[src/rtl/cond_flag_unit.sv]
// ---------------------------------------------------------------------------
// cond_flag_unit
//
// Holds the ARM-style NZCV condition flags and evaluates 4-bit condition
// codes against them for conditional branches (B.cond).
//
// Build option:
//   COND_FLAG_FORWARD_EN  - when defined, a request that arrives in the same
//                           cycle as a flag update is evaluated on the incoming
//                           ALU flags (forwarded) with 1-cycle latency. When
//                           undefined, the request is parked for one cycle in
//                           HOLD and evaluated on the freshly stored flags
//                           (2-cycle latency, busy asserted during HOLD).
//
// Ports:
//   clk           in   clock, all state updates on posedge
//   reset         in   asynchronous, active-high reset
//   set_flags     in   capture ALU flags this cycle
//   alu_negative  in   ALU N flag
//   alu_zero      in   ALU Z flag
//   alu_carry     in   ALU C flag
//   alu_overflow  in   ALU V flag
//   cond_valid    in   condition evaluation request
//   cond          in   [3:0] condition code
//   flags_q       out  [3:0] stored flags {N,Z,C,V}
//   busy          out  unit in HOLD, requests ignored
//   result_valid  out  one-cycle pulse, cond_true valid
//   cond_true     out  evaluated condition result (holds between pulses)
// ---------------------------------------------------------------------------
module cond_flag_unit (
    input  logic       clk,
    input  logic       reset,
    input  logic       set_flags,
    input  logic       alu_negative,
    input  logic       alu_zero,
    input  logic       alu_carry,
    input  logic       alu_overflow,
    input  logic       cond_valid,
    input  logic [3:0] cond,
    output logic [3:0] flags_q,
    output logic       busy,
    output logic       result_valid,
    output logic       cond_true
);

    typedef enum logic {
        IDLE = 1'b0,
        HOLD = 1'b1
    } state_t;

    state_t     state_reg;
    state_t     state_next;
    logic [3:0] cond_reg;

    logic [3:0] alu_flags;
    logic       fire;        // produce a result at the next edge
    logic       latch_en;    // park the request for HOLD
    logic [3:0] eval_cond;
    logic [3:0] eval_flags;
    logic       eval_result;

    assign alu_flags = {alu_negative, alu_zero, alu_carry, alu_overflow};

    // Condition codes come in complementary pairs: bit 0 inverts the base
    // test selected by bits [3:1]. The only exception is 1111 (NV), which
    // behaves like AL and is always true.
    function automatic logic cond_eval(input logic [3:0] c, input logic [3:0] f);
        logic n, z, cy, v, base;
        n  = f[3];
        z  = f[2];
        cy = f[1];
        v  = f[0];
        case (c[3:1])
            3'b000:  base = z;
            3'b001:  base = cy;
            3'b010:  base = n;
            3'b011:  base = v;
            3'b100:  base = cy & ~z;
            3'b101:  base = (n == v);
            3'b110:  base = ~z & (n == v);
            default: base = 1'b1;
        endcase
        if (c[0] && (c[3:1] != 3'b111)) begin
            return ~base;
        end
        return base;
    endfunction

    // Next-state and evaluation-source selection
    always_comb begin
        state_next = state_reg;
        fire       = 1'b0;
        latch_en   = 1'b0;
        eval_cond  = cond;
        eval_flags = flags_q;
        case (state_reg)
            IDLE: begin
                if (cond_valid) begin
                    if (set_flags) begin
`ifdef COND_FLAG_FORWARD_EN
                        fire       = 1'b1;
                        eval_flags = alu_flags;
`else
                        latch_en   = 1'b1;
                        state_next = HOLD;
`endif
                    end else begin
                        fire = 1'b1;
                    end
                end
            end
            HOLD: begin
                // flags_q still holds the value captured on the HOLD entry
                // edge; a set_flags now only lands at the end of this cycle.
                fire       = 1'b1;
                eval_cond  = cond_reg;
                state_next = IDLE;
            end
            default: state_next = IDLE;
        endcase
    end

    assign eval_result = cond_eval(eval_cond, eval_flags);

    always_ff @(posedge clk or posedge reset) begin
        if (reset) begin
            state_reg    <= IDLE;
            cond_reg     <= 4'b0000;
            flags_q      <= 4'b0000;
            result_valid <= 1'b0;
            cond_true    <= 1'b0;
        end else begin
            state_reg    <= state_next;
            result_valid <= fire;
            if (set_flags) begin
                flags_q <= alu_flags;
            end
            if (latch_en) begin
                cond_reg <= cond;
            end
            if (fire) begin
                cond_true <= eval_result;
            end
        end
    end

    assign busy = (state_reg == HOLD);

endmodule

[config.mk]
export PLATFORM = sky130hd
export DESIGN_NAME = cond_flag_unit
export DESIGN_NICKNAME = d
export VERILOG_FILES = /design/src/rtl/cond_flag_unit.sv
export SDC_FILE = /design/constraint.sdc
export NUM_CORES = 1
export LEC_CHECK = 0
export ABC_AREA = 1
export ABC_CLOCK_PERIOD_IN_PS = 1400
export CAP_MARGIN = 5
export CORE_MARGIN = 1
export CORE_UTILIZATION = 40
export CTS_CLUSTER_SIZE = 16
export DETAILED_ROUTE_END_ITERATION = 6
export GPL_TIMING_DRIVEN = 0
export HOLD_SLACK_MARGIN = 0.12
export PLACE_DENSITY = 0.73
export SKIP_CTS_REPAIR_TIMING = 1
export SLEW_MARGIN = 20
export SYNTH_ARGS = -nofsm -noshare
export SYNTH_HDL_FRONTEND = slang
export SYNTH_SLANG_ARGS = --single-unit
[constraint.sdc]
create_clock -name clk -period 1.4 [get_ports clk]
set_clock_uncertainty 0.05 [all_clocks]
set_input_delay 0.28 -clock clk [delete_from_list [all_inputs] [get_ports clk]]
set_output_delay 0.28 -clock clk [all_outputs]
set_load 0.1 [all_outputs]
==> parameters.txt, run 1 <==
Parameter                              Value

Detailed routing
  Number of iterations in the first detailed-routing pass ... 3
  Drt initial violations ... 5
  Detailed-route wire length per cell ... 10.31 µm
  Detailed-route wire length ... 1310 µm
  Final ANT Viol Nets ... 0
  Via/cell ratio ... 4.488
  Via Count ... 570
  Number of remaining DRC errors ... 0

Logic synthesis
  Nets in the synthesized netlist ... 100
  Count of different cell masters after synthesis ... 15
  Cell types with the largest area share after synthesis ... sky130_fd_sc_hd__dfrtp_1, sky130_fd_sc_hd__nand2_1, sky130_fd_sc_hd__inv_1
  Count of flip-flops with a built-in enable after synthesis ... 0
  Share of async-settable or async-resettable flops after synthesis ... 100.0%
  Mean instance size in the synthesized netlist ... 7.493 µm²
  Leading cell types by count after synthesis ... sky130_fd_sc_hd__nand2_1, sky130_fd_sc_hd__inv_1, sky130_fd_sc_hd__dfrtp_1
  Post-synthesis instance area ... 659.4 µm²
  Synthesized instance count ... 88
  Number of warnings reported in the yosys synthesis log ... 0
  Yosys top cell area share ... 41.75%
  Dominant cell by count in the synthesized netlist ... sky130_fd_sc_hd__nand2_1
  Library cell occupying the most area in the post-synthesis netlist ... sky130_fd_sc_hd__dfrtp_1
  Post-synthesis sequential area ratio ... 41.75%
  Total of flip-flops plus latches after synthesis ... 11
  Ys flop type ... sky130_fd_sc_hd__dfrtp_1

Setup path
  Critical path arrival ... 1.62 ns
  Critical path capture point type ... flip-flop
  Classification of the worst setup path ... flip-flop to flip-flop
  Data required time at the worst endpoint ... 1.51 ns
  Kind of start point of the critical path ... flip-flop
  Worst-path fanout max ... 8

Timing
  RSZ-0062 raised after global routing ... yes
  Hold Fails Final Rpt ... 0
  Fin crit period ... 1.515 ns
  Fin crit share ... 108.2%
  Setup violations, final ... 3
  Crit path setup slack, layout ... -0.1148 ns
  Fmax ... 0.6602 GHz
  Actual transition at the worst max-transition pin ... 0.5381 ns
  Pins over their slew limit ... 0
  Worst rel slew slack ... 64.28%

Finish
  Diodes inserted ... 0
  Ratio of cells with drive above 1 in the final layout ... 28.83%
  Area growth, synth to finish ... 37.38%
  Number of standard cells in the layout, taps in and fillers out ... 127
  Core utilization of the finished layout ... 59.44%
  Fin nets ... 124

Pwr
  Total power density per cell area ... 1098 mW/mm²
  Cell Int Power ... 0.5796 mW
  Proportion of power drawn by flip-flops and latches ... 38.3%
  Net switching share of the total power ... 41.75%
  Psw ... 0.4155 mW
  PnR Total Power ... 0.9950 mW
  Maximum resistive drop on vdd ... 626.9 µV
  Leakage power of the design ... 0.4777 nW
  Clock network power share ... 21.0%
  Proportion of power drawn by combinational gates ... 40.7%

Job
  Max Cap Viol ... 0

Clock tree
  Clock Pin Slew Worst Setup and Hold Paths ... 0.07 ns
  Buffer levels on the longest clock path ... 2
  Number of sinks handled by clock tree synthesis ... 11
  TritonCTS buffer count ... 3
  Clock root buffer master ... sky130_fd_sc_hd__clkbuf_4
  H-tree depth ... 1
  Insertion delay to the later sink of the worst-skew pair ... 0.26 ns
  Clock tree from TritonCTS ... built

Floorplanning
  Effective utilization at floorplan ... 43.27%
  Ports ... 19
  Vert. Die Dim ... 42.60 µm
  Full die area ... 0.001815 mm²
  Count of standard-cell rows ... 14
  Horizontal die dimension ... 42.60 µm
  Core footprint ... 0.001524 mm²

Placement
  Placer's final routability congestion estimate ... 0.7151
  Half-perimeter wire length after placement ... 1043 µm
  Placed instance count ... 122
  Port Buffers ... 18

GRT
  Number of antenna violations at the first check in global routing ... 0
  Maximum number of pins on one net before global-route repair ... 12
  Global-route wire length before repair ... 2090 µm
  Congestion Overflow GR ... 0
  Global router's overall resource usage ... 15.17%
  Number of global-route vias before repair ... 515

Outcome
  Run status ... finished with violations
  Violated checks ... negative setup slack

Worst hold path
  Hold/Removal Path Class ... input port to asynchronous set/reset pin
area by class of cell:
cell class                      instances  area [µm²]
Clock inverter                          1       5.005
Tap cell                               16       20.02
Sequential cell                        11       284.0
Multi-Input combinational cell         59       320.3
Buffer                                  1       15.01
Fill cell                             144       618.1
Clock buffer                            3       22.52
Timing Repair Buffer                   19       162.7
Inverter                               17       76.32
cells by family after synthesis:
group / after synthesis / synth area share, %
and+or+nand+nor: 50 / 38.71
buffers and inverters: 18 / 12.14
DFF: 11 / 41.75
AOI/OAI and AO/OA: 8 / 6.072
xor gates and xnor gates: 1 / 1.329
stage by stage:
step / setup TNS, ns / setup slack, ns / hold WS, ns / cell area [µm²]
after CTS: -5.462 / -0.7379 / 0.2666 / 895.9
after floorplan: -0.3668 / -0.2344 / 0.08219 / 668.1
after global routing: -0.3533 / -0.2326 / 0.2814 / 905.9
final: -0.1614 / -0.1148 / 0.2526 / 905.9
after global placement: -4.756 / -0.4427 / 0.4470 / 868.3
after detailed placement: -4.919 / -0.4462 / 0.4610 / 868.3
path summary, 6_finish.rpt:
check	start	to	slack, ns	depth (start not counted)
min in group clk	set_flags	flags_q[0]	0.32	3
hold / removal	reset	cond_reg[0]	0.25	2
hold reg to reg	flags_q[0]	flags_q[0]	0.47	2
setup reg to reg	busy	cond_true	-0.11	15
setup / recovery	busy	cond_true	-0.11	15
max in group asynchronous	reset	busy	0.73	2
worst max-delay path, stage by stage, from the launching register on:
cell	delay (ns)
sky130_fd_sc_hd__dfrtp_4	0.49
sky130_fd_sc_hd__buf_8	0.16
sky130_fd_sc_hd__clkinv_8	0.06
sky130_fd_sc_hd__nand2_4	0.05
sky130_fd_sc_hd__nand2_4	0.08
sky130_fd_sc_hd__inv_2	0.03
sky130_fd_sc_hd__nand2_1	0.05
sky130_fd_sc_hd__inv_1	0.03
sky130_fd_sc_hd__nand2_1	0.05
sky130_fd_sc_hd__nand2_1	0.05
sky130_fd_sc_hd__nand2_1	0.07
sky130_fd_sc_hd__nand2_1	0.05
sky130_fd_sc_hd__nand2_1	0.05
sky130_fd_sc_hd__nand3_1	0.06
sky130_fd_sc_hd__nand2_1	0.06
sky130_fd_sc_hd__inv_1	0.04
layout by cell type, fill, tap and decap left out:
| cell | n |
|---|---|
| sky130_fd_sc_hd__clkdlybuf4s50_1 | 10 |
| sky130_fd_sc_hd__nand2_1 | 29 |
| sky130_fd_sc_hd__or2_2 | 1 |
| sky130_fd_sc_hd__clkinv_2 | 1 |
| sky130_fd_sc_hd__clkbuf_4 | 6 |
| sky130_fd_sc_hd__dlymetal6s2s_1 | 1 |
| sky130_fd_sc_hd__buf_2 | 3 |
| sky130_fd_sc_hd__buf_8 | 1 |
| sky130_fd_sc_hd__xor2_1 | 1 |
| sky130_fd_sc_hd__dfrtp_4 | 1 |
| sky130_fd_sc_hd__inv_2 | 1 |
| sky130_fd_sc_hd__nand2_4 | 6 |
| sky130_fd_sc_hd__dfrtp_2 | 4 |
| sky130_fd_sc_hd__inv_1 | 15 |
| sky130_fd_sc_hd__o21ai_0 | 8 |
| sky130_fd_sc_hd__clkbuf_2 | 1 |
| sky130_fd_sc_hd__clkinv_8 | 1 |
| sky130_fd_sc_hd__nor2_4 | 1 |
| sky130_fd_sc_hd__dfrtp_1 | 6 |
| sky130_fd_sc_hd__nand2_2 | 3 |
| sky130_fd_sc_hd__nand3_1 | 7 |
| sky130_fd_sc_hd__nor3_4 | 1 |
| sky130_fd_sc_hd__buf_4 | 1 |
| sky130_fd_sc_hd__nor2_1 | 2 |
layer usage:
layer | track usage, % | part of all wire, %
met4 | 5.625 | 0.99
met2 | 27.38 | 48
met5 | 0 | 0
met1 | 17.98 | 46
met3 | 2.155 | 4.4
power by group through the flow:
stage | sequential [mW] | clock, mW | combinational [mW]
after CTS | 0.381 | 0.215 | 0.412
after detailed placement | 0.388 | 0 | 0.410
after global routing | 0.385 | 0.240 | 0.435
after global placement | 0.385 | 0 | 0.405
final | 0.381 | 0.209 | 0.405
after floorplan | 0.544 | 0 | 0.145
Power figures use the tool's default switching activity.
==> run 2: changes to the inputs <==
CORE_ASPECT_RATIO = 1.25   (was default)
CORE_UTILIZATION = 30   (was 40)
CTS_CLUSTER_SIZE = 8   (was 16)
PLACE_DENSITY = 0.58   (was 0.73)
==> parameters.txt, run 2 (synthesis results as in run 1) <==
Parameter                              Value

Floorplanning
  Count of standard-cell rows ... 18 (+4)
  Effective utilization at floorplan ... 32.53% (-11 points)
  Core footprint ... 0.002027 mm² (+33%)
  Full die area ... 0.002390 mm² (+32%)
  Vert. Die Dim ... 54.42 µm (+28%)
  Horizontal die dimension ... 43.93 µm (+3.1%)
  Ports ... 19 (unchanged)

Placement
  Placer's final routability congestion estimate ... 0.7149 (about the same)
  Pre-CTS setup slack ... -0.4483 ns (-0.002114 ns)
  Half-perimeter wire length after placement ... 1033 µm (-0.91%)
  Port Buffers ... 18 (unchanged)
  Total placed instance area ... 873.3 µm² (+0.58%)

Pwr
  Leakage power of the design ... 0.5094 nW (+6.6%)
  Cell Int Power ... 0.5966 mW (+2.9%)
  Total power density per cell area ... 1063 mW/mm² (-3.2%)
  Clock network power share ... 21.3% (+0.3 points)
  Proportion of power drawn by combinational gates ... 41.7% (+1.0 points)
  Psw ... 0.4288 mW (+3.2%)
  Maximum resistive drop on vdd ... 559.7 µV (-11%)
  Net switching share of the total power ... 41.82% (+0.065 points)
  Proportion of power drawn by flip-flops and latches ... 37.0% (-1.3 points)

Timing
  Fin crit share ... 107.5% (-0.65 points)
  Pins over their slew limit ... 0 (unchanged)
  Crit path setup slack, layout ... -0.1056 ns (+0.009132 ns)
  Worst rel slew slack ... 67.77% (+3.5 points)
  Final sum of negative setup slack ... -0.1458 ns (+0.01565 ns)
  Hold Fails Final Rpt ... 0 (unchanged)
  Fin crit period ... 1.506 ns (-0.009132 ns)
  Setup violations, final ... 2 (-1)
  Fmax ... 0.6642 GHz (+0.61%)
  Actual transition at the worst max-transition pin ... 0.4868 ns (-0.05134 ns)
  RSZ-0062 raised after global routing ... yes

Outcome
  Run status ... finished with violations
  Violated checks ... negative setup slack

Setup path
  Critical path arrival ... 1.62 ns (about the same)
  R2R depth ... 15 (unchanged)
  FF-to-FF setup slack ... -0.11 ns (about the same)
  Reg2Reg Launch Point ... busy
  Critical path capture point type ... flip-flop
  Worst-path fanout max ... 7 (-1)
  Data required time at the worst endpoint ... 1.52 ns (about the same)
  Classification of the worst setup path ... flip-flop to flip-flop
  Kind of start point of the critical path ... flip-flop
  Reg-to-reg endpoint ... cond_true

Clock tree
  Clock root buffer master ... sky130_fd_sc_hd__clkbuf_4
  H-tree depth ... 1 (unchanged)
  TritonCTS buffer count ... 3 (unchanged)
  Number of sinks handled by clock tree synthesis ... 11 (unchanged)
  Clock tree from TritonCTS ... built
  Buffer levels on the longest clock path ... 2 (unchanged)
  Clock Pin Slew Worst Setup and Hold Paths ... 0.07 ns (about the same)
  Insertion delay to the later sink of the worst-skew pair ... 0.27 ns (about the same)

GRT
  Global router's overall resource usage ... 13.58% (-1.6 points)
  Global-route wire length before repair ... 2311 µm (+11%)
  Congestion Overflow GR ... 0 (unchanged)
  Number of global-route vias before repair ... 522 (+1.4%)
  Number of antenna violations at the first check in global routing ... 0 (unchanged)
  Maximum number of pins on one net before global-route repair ... 12 (unchanged)

Finish
  Commonest cells after routing, fill and taps aside ... sky130_fd_sc_hd__nand2_1, sky130_fd_sc_hd__inv_1, sky130_fd_sc_hd__clkdlybuf4s50_1, sky130_fd_sc_hd__o21ai_0, sky130_fd_sc_hd__nand2_4
  Combined area of the multi-input logic cells ... 342.8 µm² (+7.0%)
  Number of filler cells placed in the layout ... 204 (+42%)
  Final design instance area without fill ... 964.7 µm² (+6.5%)
  Fin nets ... 129 (+4.0%)
  Most common library cell in the layout ignoring fill and taps ... sky130_fd_sc_hd__nand2_1
  Flip-flop and latch area ... 284.0 µm² (unchanged)
  Area growth, synth to finish ... 46.30%
  Ratio of cells with drive above 1 in the final layout ... 31.90% (+3.1 points)
  Diodes inserted ... 0 (unchanged)

Detailed routing
  Detailed-route wire length ... 1388 µm (+6.0%)
  Via Count ... 599 (+5.1%)
  Detailed-route wire length per cell ... 10.21 µm (-1.1%)
  Number of iterations in the first detailed-routing pass ... 4 (+1)
  Via/cell ratio ... 4.404 (-1.9%)
  Drt initial violations ... 17 (+12)
  Final ANT Viol Nets ... 0 (unchanged)
  Number of remaining DRC errors ... 0 (unchanged)

Worst hold path
  Hold/Removal Path Class ... input port to asynchronous set/reset pin

Job
  Max Cap Viol ... 0 (unchanged)
-- run 2: changes by cell type in the layout (fill, tap and decap cells not counted), sizes merged --
cell	delta
clkinv	-1
buf	+4
clkbuf	+1
nor3	+1
-- run 2: cell type report --
| type | instances | share of cell area (%) |
|---|---|---|
| buffer | 1 | 1.556 |
| tap | 20 | 2.594 |
| clock buffer | 4 | 2.724 |
| multi-input combinational | 60 | 35.54 |
| inverter | 17 | 7.912 |
| sequential | 11 | 29.44 |
| timing repair buffer | 23 | 20.23 |
-- run 2: worst max path at each step --
stage,start,to,slack [ns],cells after the start
finish,busy,cond_true,-0.11,15
detailed placement,busy,busy,-0.45,1
CTS,flags_q[0],flags_q[0],-0.75,1
global route,busy,cond_true,-0.24,15
floorplan,busy,cond_true,-0.23,15
global placement,busy,busy,-0.45,1
-- run 2: power groups by stage --
stage,Combinational (mW),Sequential [mW],Clock (mW)
after floorplan,0.145,0.544,0
after global placement,0.407,0.386,0
after detailed placement,0.411,0.387,0
after CTS,0.412,0.380,0.226
after global routing,0.460,0.386,0.241
final,0.427,0.380,0.218
-- run 2: per-layer routing --
metal  track usage, %  vias to the layer above  part of all wire, %
li1                 -                      324                    -
met3            1.980                        0                  3.5
met2            20.15                       15                   47
met4            7.576                        0                    0
met1            18.93                      260                   49
met5                0                        -                    0
-- run 2: per-stage QoR --
stage | hold slack [ns] | instances | total power [mW] | util, %
after detailed placement | 0.4501 | 126 | 0.7979 | 43.09
after CTS | 0.2687 | 130 | 1.018 | 44.38
after floorplan | 0.08219 | 88 | 0.6885 | -
final | 0.2536 | 136 | 1.025 | 47.59
after global routing | 0.3165 | 136 | 1.088 | 47.59
after global placement | 0.4465 | 126 | 0.7929 | 43.09
-- run 2: critical path, cell delays in order (launching register included) --
cell,delay (ns)
sky130_fd_sc_hd__dfrtp_4,0.48
sky130_fd_sc_hd__buf_8,0.15
sky130_fd_sc_hd__clkinv_8,0.06
sky130_fd_sc_hd__nand2_4,0.04
sky130_fd_sc_hd__nand2_4,0.07
sky130_fd_sc_hd__inv_2,0.03
sky130_fd_sc_hd__nand2_1,0.05
sky130_fd_sc_hd__inv_1,0.03
sky130_fd_sc_hd__nand2_1,0.04
sky130_fd_sc_hd__nand2_1,0.05
sky130_fd_sc_hd__nand2_1,0.07
sky130_fd_sc_hd__nand2_1,0.05
sky130_fd_sc_hd__nand2_1,0.05
sky130_fd_sc_hd__nand3_1,0.06
sky130_fd_sc_hd__nand2_1,0.07
sky130_fd_sc_hd__inv_1,0.04
